$ cat config.mk
export PLATFORM = sky130hd
export DESIGN_NAME = alsu_param_flat
export DESIGN_NICKNAME = d
export VERILOG_FILES = /design/src/rtl/alsu_param_if.sv /design/src/rtl/alsu_param.sv /design/src/flat_wrapper.sv
export SDC_FILE = /design/constraint.sdc
export NUM_CORES = 1
export LEC_CHECK = 0
export CAP_MARGIN = 25
export CORE_MARGIN = 3
export CORE_UTILIZATION = 40
export DETAILED_ROUTE_END_ITERATION = 10
export PLACE_DENSITY_LB_ADDON = 0.15
export SYNTH_ARGS = -nofsm -noshare
export SYNTH_HDL_FRONTEND = slang
export SYNTH_SLANG_ARGS = --single-unit
$ cat constraint.sdc
create_clock -name clk -period 2.8 [get_ports clk]
set_clock_uncertainty 0.2 [all_clocks]
set_input_delay 0.42 -clock clk [delete_from_list [all_inputs] [get_ports clk]]
set_output_delay 0.42 -clock clk [all_outputs]
set_load 0.05 [all_outputs]
$ cat src/rtl/alsu_param_if.sv
// ALSU bus: operands, op controls and qualifier in; result, valid, error, LEDs out.
// master drives operands/controls; slave (the ALSU) drives OUT/OUT_VALID/ERR/LEDS.
interface alsu_param_if #(
  parameter int WIDTH     = 3,
  parameter int LED_WIDTH = 16
);
  logic [WIDTH-1:0]     A;
  logic [WIDTH-1:0]     B;
  logic [2:0]           OPCODE;
  logic                 CIN;
  logic                 SERIAL_IN;
  logic                 DIRECTION;
  logic                 RED_OP_A;
  logic                 RED_OP_B;
  logic                 BYPASSA;
  logic                 BYPASSB;
  logic                 IN_VALID;
  logic [2*WIDTH-1:0]   OUT;
  logic                 OUT_VALID;
  logic                 ERR;
  logic [LED_WIDTH-1:0] LEDS;

  modport master (
    output A, B, OPCODE, CIN, SERIAL_IN, DIRECTION,
    output RED_OP_A, RED_OP_B, BYPASSA, BYPASSB, IN_VALID,
    input  OUT, OUT_VALID, ERR, LEDS
  );

  modport slave (
    input  A, B, OPCODE, CIN, SERIAL_IN, DIRECTION,
    input  RED_OP_A, RED_OP_B, BYPASSA, BYPASSB, IN_VALID,
    output OUT, OUT_VALID, ERR, LEDS
  );
endinterface

$ cat src/rtl/alsu_param.sv
// Two-stage ALSU: stage 1 registers all inputs, stage 2 computes OUT/ERR/LEDS.
// Ports: clk, rst (async, active-high), bus (alsu_param_if.slave).
module alsu_param #(
  parameter int          WIDTH          = 3,
  parameter logic [7:0]  INPUT_PRIORITY = "A",
  parameter logic [23:0] FULL_ADDER     = "ON",
  parameter int          LED_WIDTH      = 16
) (
  input logic         clk,
  input logic         rst,
  alsu_param_if.slave bus
);

  localparam int          OW     = 2 * WIDTH;
  localparam logic [7:0]  PRI_A  = "A";
  localparam logic [23:0] FA_ON  = "ON";
  localparam bit          PRI_IS_A = (INPUT_PRIORITY == PRI_A);
  localparam bit          USE_CIN  = (FULL_ADDER == FA_ON);

  typedef struct packed {
    logic [WIDTH-1:0] a;
    logic [WIDTH-1:0] b;
    logic [2:0]       op;
    logic             cin;
    logic             sin;
    logic             dir;
    logic             roa;
    logic             rob;
    logic             bpa;
    logic             bpb;
    logic             vld;
  } s1_t;

  s1_t s1_d, s1_q;

  logic [OW-1:0]        out_d, out_q;
  logic                 ovld_d, ovld_q;
  logic                 err_d, err_q;
  logic [LED_WIDTH-1:0] leds_d, leds_q;

  always_comb begin
    s1_d     = '0;
    s1_d.a   = bus.A;
    s1_d.b   = bus.B;
    s1_d.op  = bus.OPCODE;
    s1_d.cin = bus.CIN;
    s1_d.sin = bus.SERIAL_IN;
    s1_d.dir = bus.DIRECTION;
    s1_d.roa = bus.RED_OP_A;
    s1_d.rob = bus.RED_OP_B;
    s1_d.bpa = bus.BYPASSA;
    s1_d.bpb = bus.BYPASSB;
    s1_d.vld = bus.IN_VALID;
  end

  logic             invalid;
  logic             red;
  logic             red_a;
  logic             byp;
  logic             byp_a;
  logic [WIDTH-1:0] red_v;
  logic [WIDTH-1:0] byp_v;
  logic [OW-1:0]    a_x, b_x, cin_x;

  // Reductions are only defined for opcodes 0/1.
  assign red     = s1_q.roa | s1_q.rob;
  assign invalid = (s1_q.op[2:1] == 2'b11)
                 | (red & (s1_q.op[2:1] != 2'b00));

  // Tie between A/B selects resolved by INPUT_PRIORITY.
  assign red_a = s1_q.roa & (~s1_q.rob | PRI_IS_A);
  assign red_v = red_a ? s1_q.a : s1_q.b;
  assign byp   = s1_q.bpa | s1_q.bpb;
  assign byp_a = s1_q.bpa & (~s1_q.bpb | PRI_IS_A);
  assign byp_v = byp_a ? s1_q.a : s1_q.b;

  assign a_x   = OW'(s1_q.a);
  assign b_x   = OW'(s1_q.b);
  assign cin_x = OW'(s1_q.cin & USE_CIN);

  always_comb begin
    out_d  = out_q;
    ovld_d = 1'b0;
    err_d  = err_q;
    leds_d = leds_q;
    if (s1_q.vld) begin
      ovld_d = 1'b1;
      if (invalid) begin
        out_d  = '0;
        err_d  = 1'b1;
        leds_d = ~leds_q;
      end else begin
        err_d  = 1'b0;
        leds_d = '0;
        if (byp) begin
          out_d = OW'(byp_v);
        end else begin
          case (s1_q.op)
            3'd0: out_d = red ? OW'(&red_v)
                              : OW'(s1_q.a & s1_q.b);
            3'd1: out_d = red ? OW'(^red_v)
                              : OW'(s1_q.a ^ s1_q.b);
            3'd2: out_d = a_x + b_x + cin_x;
            3'd3: out_d = a_x * b_x;
            3'd4: out_d = s1_q.dir
                        ? {out_q[OW-2:0], s1_q.sin}
                        : {s1_q.sin, out_q[OW-1:1]};
            3'd5: out_d = s1_q.dir
                        ? {out_q[OW-2:0], out_q[OW-1]}
                        : {out_q[0], out_q[OW-1:1]};
            default: out_d = '0;
          endcase
        end
      end
    end
  end

  always_ff @(posedge clk or posedge rst) begin
    if (rst) begin
      s1_q   <= '0;
      out_q  <= '0;
      ovld_q <= 1'b0;
      err_q  <= 1'b0;
      leds_q <= '0;
    end else begin
      s1_q   <= s1_d;
      out_q  <= out_d;
      ovld_q <= ovld_d;
      err_q  <= err_d;
      leds_q <= leds_d;
    end
  end

  assign bus.OUT       = out_q;
  assign bus.OUT_VALID = ovld_q;
  assign bus.ERR       = err_q;
  assign bus.LEDS      = leds_q;

endmodule

$ cat src/flat_wrapper.sv
// flat-port wrapper written by rule: the top's interface ports become plain ports
module alsu_param_flat 
#(
  parameter int          WIDTH          = 3,
  parameter logic [7:0]  INPUT_PRIORITY = " ",
  parameter logic [23:0] FULL_ADDER     = "  ",
  parameter int          LED_WIDTH      = 16
)
  (clk, rst, bus_A, bus_B, bus_OPCODE, bus_CIN, bus_SERIAL_IN, bus_DIRECTION, bus_RED_OP_A, bus_RED_OP_B, bus_BYPASSA, bus_BYPASSB, bus_IN_VALID, bus_OUT, bus_OUT_VALID, bus_ERR, bus_LEDS);
  alsu_param_if #(.WIDTH(WIDTH), .LED_WIDTH(LED_WIDTH)) bus_i ();
  input logic clk;
  input logic rst;
  input wire logic [$bits(bus_i.A)-1:0] bus_A;
  input wire logic [$bits(bus_i.B)-1:0] bus_B;
  input wire logic [$bits(bus_i.OPCODE)-1:0] bus_OPCODE;
  input wire logic [$bits(bus_i.CIN)-1:0] bus_CIN;
  input wire logic [$bits(bus_i.SERIAL_IN)-1:0] bus_SERIAL_IN;
  input wire logic [$bits(bus_i.DIRECTION)-1:0] bus_DIRECTION;
  input wire logic [$bits(bus_i.RED_OP_A)-1:0] bus_RED_OP_A;
  input wire logic [$bits(bus_i.RED_OP_B)-1:0] bus_RED_OP_B;
  input wire logic [$bits(bus_i.BYPASSA)-1:0] bus_BYPASSA;
  input wire logic [$bits(bus_i.BYPASSB)-1:0] bus_BYPASSB;
  input wire logic [$bits(bus_i.IN_VALID)-1:0] bus_IN_VALID;
  output wire logic [$bits(bus_i.OUT)-1:0] bus_OUT;
  output wire logic [$bits(bus_i.OUT_VALID)-1:0] bus_OUT_VALID;
  output wire logic [$bits(bus_i.ERR)-1:0] bus_ERR;
  output wire logic [$bits(bus_i.LEDS)-1:0] bus_LEDS;
  assign bus_i.A = bus_A;
  assign bus_i.B = bus_B;
  assign bus_i.OPCODE = bus_OPCODE;
  assign bus_i.CIN = bus_CIN;
  assign bus_i.SERIAL_IN = bus_SERIAL_IN;
  assign bus_i.DIRECTION = bus_DIRECTION;
  assign bus_i.RED_OP_A = bus_RED_OP_A;
  assign bus_i.RED_OP_B = bus_RED_OP_B;
  assign bus_i.BYPASSA = bus_BYPASSA;
  assign bus_i.BYPASSB = bus_BYPASSB;
  assign bus_i.IN_VALID = bus_IN_VALID;
  assign bus_OUT = bus_i.OUT;
  assign bus_OUT_VALID = bus_i.OUT_VALID;
  assign bus_ERR = bus_i.ERR;
  assign bus_LEDS = bus_i.LEDS;
  alsu_param #(.WIDTH(WIDTH), .INPUT_PRIORITY(INPUT_PRIORITY), .FULL_ADDER(FULL_ADDER), .LED_WIDTH(LED_WIDTH)) u_core (.clk(clk), .rst(rst), .bus(bus_i));
endmodule
==> metrics.md <==
| Metric | Value |
|---|---|
| # DRC | 0 |
| Mapped Cells | 169 |
| Drt total wl | 4470 um |
| Placer congestion estimate | 0.903 |
| Worst-Margin Slew | 0.526 ns |
| Antenna violations before repair | 0 |
| Top-Level Pins | 43 |
| Routed WL per cell | around 16 um |
| CP most frequent cell | ha_1 |
| 1st-iter DRT viols | 58 |
| Syn avg cell area | 11.7 sq um |
| Finished Core Util | 55.9% |
| Most common cell after layout, fill and taps aside | clkdlybuf4s50_1 |
| Fraction of layout cells with a size suffix above 1 | 7.48% |
| Unrepaired setup endpoints after global routing | no |
| Clock Sinks | 40 |
| Post-Syn Area | a little under 0.002 sq mm |
| Ant diodes | 0 |
| Minimum clock period | 2.57 ns |
| Largest cells by area after synthesis | dfrtp_1, mux2i_1, ha_1 |
| Multi-input logic area | around 910 sq um |
| Fin. max-slew vios | 0 |
| FFs w/ async S/R, synth | between 90% and 100% |
| CTS tree | yes |
| Total of max-cap violations | 0 |
| Sequential fraction of the synthesis area | ~50% |
| Final worst slack | 0.226 ns |
| Port bufs | 41 |
| Worst path max stage delay | approximately 0.44 ns |
| Synth cell types | 37 |
| CP Data Arrival Time | 2.55 ns |
| DIE HEIGHT | 76.4 um |
| Fill cells | 407 |
| Vias in the first global route | 1618 |
| Final Hold Fails | 0 |
| Number of synthesized flops with an enable pin | 0 |
| Die area | 0.00584 sq mm |
| Final period util | 91.9% |
| # hold bufs at CTS | 0 |
| Max stage delay cell, worst path | dfrtp_1 |
| CTS root buffer | clkbuf_8 |
| DR vias/cell | 5.25 |
| Worst Path Required | 2.78 ns |
| Max rail drop VDD | 0.000354 V |
| GR Overflow Total | 0 |
| Worst hold margin | about 0.27 ns |
| Gates resized, CTS repair | 0 |
| Setup TNS | 0 ns |
| Worst slew margin | 64.9% |
| Sequential cell area | 0.00100 sq mm |
| LEAKAGE | around 1.1 nW |
| Area of the core | 0.00456 sq mm |
| Crit path kind | register to register |
| Syn nets | 201 |
| Yosys top cell area share | 50.5% |
| Layout Nets | 246 |
| First-pass GRT wire length | about 7700 um |
| Total setup buffers inserted after CTS | 0 |
| Clock transition at path regs | 0.07 ns |
| CP cell instances | ha_1 -> xnor2_1 -> ha_1 -> ha_1 -> fa_1 -> o21ai_0 -> o22ai_1 -> a22o_1 |
| Pwr Density | 550 mW/mm^2 |
| Critical Path Source Type | register |
| Status | finished clean |
| Synth Register Bits | 40 |
| Top_reg_cell synth | dfrtp_1 |
| Area leader, netlist | dfrtp_1 |
| CP Max Fanout | 5 |
| Initial core utilization | between 40% and 50% |
| Hold Path Class | input port to async pin |
| Area growth, synth to finish | 28.6% |
| Maximum clock frequency | 0.388 GHz |
| Highest-count cells in the layout ignoring fill and taps | clkdlybuf4s50_1, dfrtp_1, mux2i_1, ha_1, nor2_1 |
| Placed insts | approximately 270 |
| Final setup vio count | 0 |
| DP HPWL | 3450 um |
| Vias | 1466 |
| YS warnings | 0 |
| Drt pass-1 iters | 4 |
| CP Capture Type | register |
| Remaining antenna violation count | 0 |
| Overall routing resource usage | ~17% |
| CTS Buffer Depth | 2 |
| Rows | 24 |
| Die Width | 76.4 um |
| Setup slack at placement | 0.243 ns |
| Total CTS buffers | 5 |
| Pin count of the biggest net entering global routing | 18 |
| Clk_lat worst skew | ~0.28 ns |
| Layout Cells excl Fill | 279 |
| Total number of H-tree levels | 2 |
-- flip-flops by register name (all words and copies together) (netlist names) --
signal	flops
u_core.s1_q	10
u_core.bus.OUT_VALID	1
u_core.a_x	3
u_core.bus.OUT	6
u_core.bus.LEDS	16
u_core.b_x	3
u_core.bus.ERR	1
-- where the power goes --
group	switching, mW	leakage [nW]	internal, mW
Sequential	0.0502	0.486	0.624
Clock	0.183	0.0410	0.169
Combinational	0.224	0.620	0.152
-- area by class of cell --
| cell class | instances | area share (%) |
|---|---|---|
| well taps | 65 | 3.19 |
| inverters | 8 | 1.18 |
| clock inverters | 1 | 0.196 |
| repair buffers | 46 | 17.6 |
| multi-input cells | 113 | 35.8 |
| clock buffers | 6 | 2.84 |
| flip-flops and latches | 40 | 39.2 |
-- stage by stage --
stage / total power, mW / area, sq um
2_1_floorplan: 0.926 / 1980
3_3_place_gp: 1.06 / 2470
3_5_place_dp: 1.06 / 2470
4_1_cts: 1.42 / 2550
5_1_grt: 1.48 / 2550
6_report: 1.40 / 2550
-- critical path: cells and delay by family, from the launching register on --
family,cells,cell delay (ns)
adder cells (fa/ha/maj),4,1.18
XOR/XNOR,1,0.18
flip-flops,1,0.44
AO/OA/AOI/OAI,3,0.48
-- cells in the mapped netlist (2+ instances only) --
cell type / number
a211oi_1: 2
a21o_1: 4
a21oi_1: 7
a22o_1: 4
and2_1: 3
clkbuf_1: 6
dfrtp_1: 40
fa_1: 2
ha_1: 11
inv_1: 8
mux2_2: 2
mux2i_1: 24
nand2_1: 6
nand2b_1: 4
nand3_1: 3
nor2_1: 9
nor3_1: 3
o21ai_0: 5
o221ai_1: 2
o22ai_1: 3
o32ai_1: 2
xnor2_1: 3
xor2_1: 2
-- cells by family (layout without fill, tap and decap cells) --
logic type	after synthesis	after routing	synth area share (%)
AOI/OAI and AO/OA	38	38	13.7
xor gates and xnor gates	5	5	2.21
adders and majority gates	13	13	8.96
buffers and inverters	16	61	3.47
DFF	40	40	50.5
muxes	26	26	13.2
and+or+nand+nor	31	31	7.95
-- worst paths after layout --
path                                         start             endpoint  slack [ns]  cells past startpoint
min in group clk                u_core.bus.LEDS[2]   u_core.bus.LEDS[2]        0.28                      1
worst max register to register       u_core.a_x[1]    u_core.bus.OUT[3]        0.23                      8
worst min-delay path                           rst  u_core.bus.LEDS[13]        0.27                      2
worst min register to register  u_core.bus.LEDS[2]   u_core.bus.LEDS[2]        0.28                      1
worst max-delay path                 u_core.a_x[1]    u_core.bus.OUT[3]        0.23                      8
max in group asynchronous                      rst  u_core.bus.LEDS[10]        1.55                      3
-- routing by layer --
metal	share of wire, %	vias up	GRT usage [%]	routed length (um)
met5	0	-	0	0
met4	1.1	0	4.89	47
met3	4.5	5	4.49	199
met2	51	32	29.2	2270
met1	44	726	19.5	1950
li1	-	703	-	-
(Power assumes the default switching activity.)
